$ cat src/rtl/strobe_monitor.sv
// Receive-side checker for the divided-clock tick/trigger strobe pair: period measurement, lock, error counting.
// Define STROBE_MON_TRIG_CHECK_EN to enable trigger placement checking; otherwise trig_in is ignored.
module strobe_monitor #(
   parameter int unsigned PERIOD      = 15,
   parameter int unsigned TRIG_OFFSET = 13,
   parameter int unsigned LOCK_COUNT  = 4
) (
   input  logic        clock,
   input  logic        reset_n,
   input  logic        tick_in,
   input  logic        trig_in,
   input  logic        clear,
   output logic        locked,
   output logic        period_err,
   output logic        trig_err,
   output logic [7:0]  period_meas,
   output logic [15:0] err_count
);

   localparam int unsigned PH_MAX = 2 * PERIOD;
   localparam int unsigned PH_W   = $clog2(PH_MAX + 1);
   localparam int unsigned GOOD_W = $clog2(LOCK_COUNT + 1);
   localparam int unsigned MEAS_W = 8;
   localparam int unsigned CNT_W  = 16;
   localparam int unsigned EXT_W  = ((PH_W > MEAS_W) ? PH_W : MEAS_W) + 1;

   typedef enum logic [1:0] {
      SEARCH  = 2'd0,
      ACQUIRE = 2'd1,
      LOCKED  = 2'd2
   } state_t;

   state_t              state, state_nx;
   logic [GOOD_W-1:0]   good, good_nx;
   logic [PH_W-1:0]     ph;
   logic [EXT_W-1:0]    ph_ext;
   logic [MEAS_W-1:0]   ph_sat;
   logic [MEAS_W-1:0]   meas_nx;
   logic                tick_d;
   logic                tick_rise;
   logic                period_err_nx;
   logic                trig_err_nx;

   assign tick_rise = tick_in & ~tick_d;
   assign ph_ext    = EXT_W'(ph);
   assign ph_sat    = (ph_ext > EXT_W'(255)) ? 8'hFF : MEAS_W'(ph_ext);

   // Phase within the frame: 1 in the cycle after a tick rise, parks at twice the period
   always_ff @(posedge clock or negedge reset_n) begin
      if (!reset_n) begin
         tick_d <= 1'b0;
         ph     <= '0;
      end else begin
         tick_d <= tick_in;
         if (tick_rise)
            ph <= PH_W'(1);
         else if (ph != PH_W'(PH_MAX))
            ph <= ph + PH_W'(1);
      end
   end

   always_ff @(posedge clock or negedge reset_n) begin
      if (!reset_n) begin
         state <= SEARCH;
         good  <= '0;
      end else begin
         state <= state_nx;
         good  <= good_nx;
      end
   end

   // Lock tracking: good-period run length drives ACQUIRE -> LOCKED, any bad period drops back
   always_comb begin
      state_nx      = state;
      good_nx       = good;
      period_err_nx = 1'b0;
      meas_nx       = period_meas;
      case (state)
         SEARCH: begin
            if (tick_rise) begin
               state_nx = ACQUIRE;
               good_nx  = '0;
            end
         end
         ACQUIRE, LOCKED: begin
            if (tick_rise) begin
               meas_nx = ph_sat;
               if (ph == PH_W'(PERIOD)) begin
                  if (good >= GOOD_W'(LOCK_COUNT - 1)) begin
                     good_nx  = GOOD_W'(LOCK_COUNT);
                     state_nx = LOCKED;
                  end else begin
                     good_nx = good + GOOD_W'(1);
                  end
               end else begin
                  period_err_nx = 1'b1;
                  good_nx       = '0;
                  state_nx      = ACQUIRE;
               end
            end else if (ph == PH_W'(PH_MAX)) begin
               period_err_nx = 1'b1;
               good_nx       = '0;
               state_nx      = SEARCH;
            end
         end
         default: begin
            state_nx = SEARCH;
            good_nx  = '0;
         end
      endcase
   end

`ifdef STROBE_MON_TRIG_CHECK_EN
   logic trig_d;
   logic trig_rise;
   logic trig_seen;

   assign trig_rise = trig_in & ~trig_d;

   // A trigger rise coinciding with a tick rise belongs to the frame that is ending
   always_ff @(posedge clock or negedge reset_n) begin
      if (!reset_n) begin
         trig_d    <= 1'b0;
         trig_seen <= 1'b0;
      end else begin
         trig_d <= trig_in;
         if (tick_rise)
            trig_seen <= 1'b0;
         else if (trig_rise && (ph == PH_W'(TRIG_OFFSET)))
            trig_seen <= 1'b1;
      end
   end

   always_comb begin
      trig_err_nx = 1'b0;
      if (state != SEARCH) begin
         if ((trig_rise && (ph != PH_W'(TRIG_OFFSET))) || (tick_rise && !trig_seen))
            trig_err_nx = 1'b1;
      end
   end
`else
   logic unused_trig;
   assign unused_trig = trig_in;
   assign trig_err_nx = 1'b0;
`endif

   // Registered outputs; clear takes priority over a same-cycle error increment
   always_ff @(posedge clock or negedge reset_n) begin
      if (!reset_n) begin
         locked      <= 1'b0;
         period_err  <= 1'b0;
         trig_err    <= 1'b0;
         period_meas <= '0;
         err_count   <= '0;
      end else begin
         locked      <= (state_nx == LOCKED);
         period_err  <= period_err_nx;
         trig_err    <= trig_err_nx;
         period_meas <= meas_nx;
         if (clear)
            err_count <= '0;
         else if ((period_err | trig_err) && (err_count != {CNT_W{1'b1}}))
            err_count <= err_count + CNT_W'(1);
      end
   end

endmodule

$ cat config.mk
export PLATFORM = sky130hd
export DESIGN_NAME = strobe_monitor
export DESIGN_NICKNAME = d
export VERILOG_FILES = /design/src/rtl/strobe_monitor.sv
export SDC_FILE = /design/constraint.sdc
export NUM_CORES = 1
export LEC_CHECK = 0
export BUFFER_PORTS_ARGS = -buffer_cell sky130_fd_sc_hd__clkbuf_2
export CAP_MARGIN = 20
export CORE_ASPECT_RATIO = 0.5
export CORE_MARGIN = 1
export CORE_UTILIZATION = 30
export DETAILED_ROUTE_END_ITERATION = 7
export PLACE_DENSITY = 0.51
export SLEW_MARGIN = 20
export SYNTH_ARGS = -nofsm -noshare
export SYNTH_HDL_FRONTEND = slang
export SYNTH_SLANG_ARGS = --single-unit
$ cat constraint.sdc
create_clock -name clock -period 2.2 [get_ports clock]
set_clock_uncertainty 0.05 [all_clocks]
set_input_delay 0.11 -clock clock [delete_from_list [all_inputs] [get_ports clock]]
set_output_delay 0.11 -clock clock [all_outputs]
set_load 0.02 [all_outputs]
==> impl_metrics.csv <==
group,metric,value,unit
run_status,status,"finished, violations left",
run_status,failed_checks,"design-rule violations",
placement,numPortBuffers,26,
route,wl_per_cell,13.13,microns
clocking,cts-root-buf,"clkbuf_16",
synth,syn_avg_cell_area,10.02,sq um
min_path,hold_path_end,"err_count[0]",
placement,routabilityCongestion,0.7567,
power,leakagePower,1.003,nW
placement,pre_cts_ws,342.3,ps
worst_setup_path,worstPathArrival,2020,ps
clocking,worstSkewPairLatency,280,ps
sta,hold_violations,0,
sta,timing.fmax,532.7,MHz
sta,fin_crit_sh,85.34,%
clocking,cts_made_buffers,5,
floorplan,num_rows,19,
route,route.detailed.drc,3,
synth,synth_flop_cell,"dfrtp_1",
floorplan,die_h,56.84,microns
sta,fin_setup_tns,0,ps
worst_setup_path,path_class,"flip-flop to flip-flop",
min_path,min_path_type,"primary input to flip-flop",
synth,async_flop_share,100.0,%
worst_setup_path,cp_num_buf_inv,0,
worst_setup_path,start_kind,"flip-flop",
global_routing,grt_pass1_wl,6527,microns
floorplan,core-area,0.005634,sq mm
floorplan,start_util,32.02,%
synth,yosysWarnings,0,
route,drt_iter0_markers,70,
power,fin_total_pwr,0.001804,W
route,vias_per_cell,5.021,
worst_setup_path,crit_slowest_cell,"dfrtp_1",
clocking,htreeDepth,2,
power,peakVddDrop,348.5,uV
sta,fin_crit,1877,ps
global_routing,grt_pass1_vias,1389,
global_routing,grt_usage,13.20,%
synth,ys_seq_area_share,47.16,%
worst_setup_path,cp_max_fo,7,
min_path,holdCritStartpoint,"clear",
worst_setup_path,cp-end-kind,"flip-flop",
floorplan,top_level_ports,32,
cells_and_area,layout-drive-gt1-share,20.75,%
synth,synthesis.area,0.001804,sq mm
route,firstDrtPassIters,6,
power,powerDensity,837.0,mW/mm^2
global_routing,antenna_found_initial,0,
cells_and_area,antenna_cells,0,
sta,slew_headroom,41.49,%
clocking,clock-sinks,34,
synth,syn_inst,180,
flow_run,max-cap-violations,0,
global_routing,grt-ovfl-total,0,
min_path,hold_path_depth,2,
cells_and_area,nets,224,
worst_setup_path,r2r_start,"err_count[0]",
sta,setup_slack,322.6,ps
clocking,clockBufferDepth,2,
worst_setup_path,rrSetupSlack,320,ps
sta,setup_viol,0,
clocking,cts.clk_slew.worst_paths,50,ps
cells_and_area,syn_to_final_growth,19.49,%
worst_setup_path,rr_worst_depth,5,
worst_setup_path,critPathRequiredTime,2340,ps
global_routing,grt_max_degree,35,
route,wl,3743,microns
sta,worst_pin_slew,877.7,ps
sta,slew_violations,0,
clocking,cts_tree,"built",
worst_setup_path,cp_slowest_stage_delay,400,ps
synth,yosysUniqueCellTypes,42,
route,ant_nets,0,
worst_setup_path,path_cells,"ha_1 > and4_2 > o2111ai_1 > or3_1 > a21oi_1",
synth,yosys_register_bits,34,
floorplan,die_area,0.006347,sq mm
route,num_vias,1431,
floorplan,fp.dieW,111.7,microns
placement,dp_hpwl,2590,microns
worst_setup_path,r2r_end,"err_count[14]",
sta,rsz0062_at_grt,"false",
synth,synth_edf_count,0,
worst_setup_path,cp_top_family,"simple AND/OR/NAND/NOR gates",
clocking,cts_resized,0,
[power by group]
| part | total (W) | switching, W | internal [W] | leakage (nW) |
|---|---|---|---|---|
| Clock | 0.000699 | 0.000251 | 0.000448 | 0.0739 |
| Sequential | 0.000787 | 0.0000735 | 0.000713 | 0.458 |
| Combinational | 0.000319 | 0.000194 | 0.000124 | 0.471 |
| Total | 0.00180 | 0.000519 | 0.00129 | 1.00 |
[cell families (layout without fill, tap and decap cells)]
kind of cell / count (synthesis) / after routing / synth area share, %
AND/OR/NAND/NOR: 69 / 69 / 23.09
AO/OA/AOI/OAI: 43 / 43 / 15.05
flip-flops: 34 / 34 / 47.16
buffers and inverters: 19 / 48 / 5.409
adder cells (fa/ha/maj): 8 / 8 / 5.548
multiplexers: 5 / 5 / 3.051
other: 1 / 4 / 0.2078
XOR/XNOR: 1 / 1 / 0.4855
[registers in the layout, indices dropped and copies added (netlist names)]
name	count
period_meas	5
good	3
locked	1
err_count	16
state	2
ph	5
tick_d	1
period_err	1
[stage by stage]
step | utilization [%] | hold slack [ps] | cell area [sq um] | instances
final | 38.26 | 203.1 | 2156 | 285
after global routing | 38.26 | 221.1 | 2156 | 285
after CTS | 38.26 | 211.3 | 2156 | 285
after detailed placement | 35.29 | 228.2 | 1988 | 275
after global placement | 35.29 | 213.9 | 1988 | 275
after floorplan | - | -235.6 | 1815 | 183
[placed cells by master (no fill, tap or decap), types with 5 or more instances in the layout]
| master | n |
|---|---|
| dfrtp_1 | 34 |
| nand2_1 | 10 |
| o21ai_0 | 11 |
| clkbuf_2 | 26 |
| a21oi_1 | 11 |
| clkbuf_16 | 5 |
| ha_1 | 8 |
| nor3_1 | 12 |
| and3_1 | 5 |
| nor2_1 | 12 |
| nand3_1 | 8 |
| inv_1 | 11 |
| a211oi_1 | 7 |
[layout make-up]
| type | count | area, sq um |
|---|---|---|
| fill | 574 | 3478 |
| multi-input combinational | 130 | 867.1 |
| sequential | 34 | 850.8 |
| timing repair buffer | 29 | 157.7 |
| clock buffer | 7 | 142.6 |
| tap | 73 | 91.34 |
| inverter | 11 | 41.29 |
| clock inverter | 1 | 5.005 |
[what timing repair did]
action / 4_1_cts / 5_1_grt
hold buffers: 2 / 0
endpoints found under the setup margin: 0 / 0
setup buffers: 0 / 0
endpoints found under the hold margin: 35 / 0
[cells in the mapped netlist, types with 2 or more instances]
library cell	count	share of area, %
mux2_2	4	2.5
dfrtp_1	34	47
nand3b_1	2	0.83
ha_1	8	5.5
and3_1	5	1.7
buf_2	2	0.55
a31oi_1	4	1.4
nand4_1	4	1.4
or3_1	4	1.4
o21ai_0	11	3.1
nand2_1	10	2.1
buf_4	4	1.7
nor3_1	12	3.3
nand4_4	2	2.4
nor2_1	12	2.5
inv_1	11	2.3
and4_2	2	1.1
a21oi_1	11	3.1
nand3_1	8	2.2
a211oi_1	7	2.9
nand2b_1	2	0.69
[worst reg2reg max path: stages, from the launching register on]
cell and delay (ps):
dfrtp_1 400, ha_1 300, and4_2 310, o2111ai_1 200, or3_1 360, a21oi_1 180
[per-layer routing]
| metal | vias to the layer above | part of all wire, % | track usage, % |
|---|---|---|---|
| li1 | 720 | - | - |
| met1 | 686 | 50 | 16.82 |
| met2 | 20 | 45 | 20.76 |
| met3 | 5 | 3.1 | 3.996 |
| met4 | 0 | 1.7 | 5.792 |
| met5 | - | 0 | 0 |
[worst max-delay path by stage]
stage | from | endpoint | slack [ps] | depth (start not counted)
6_report | err_count[0] | err_count[14] | 320 | 5
5_1_grt | err_count[0] | err_count[14] | 160 | 5
4_1_cts | err_count[0] | err_count[14] | 330 | 5
3_5_place_dp | err_count[0] | err_count[14] | 340 | 5
3_3_place_gp | err_count[0] | err_count[12] | 410 | 5
2_1_floorplan | err_count[0] | err_count[12] | 480 | 5
Power figures use the tool's default switching activity.
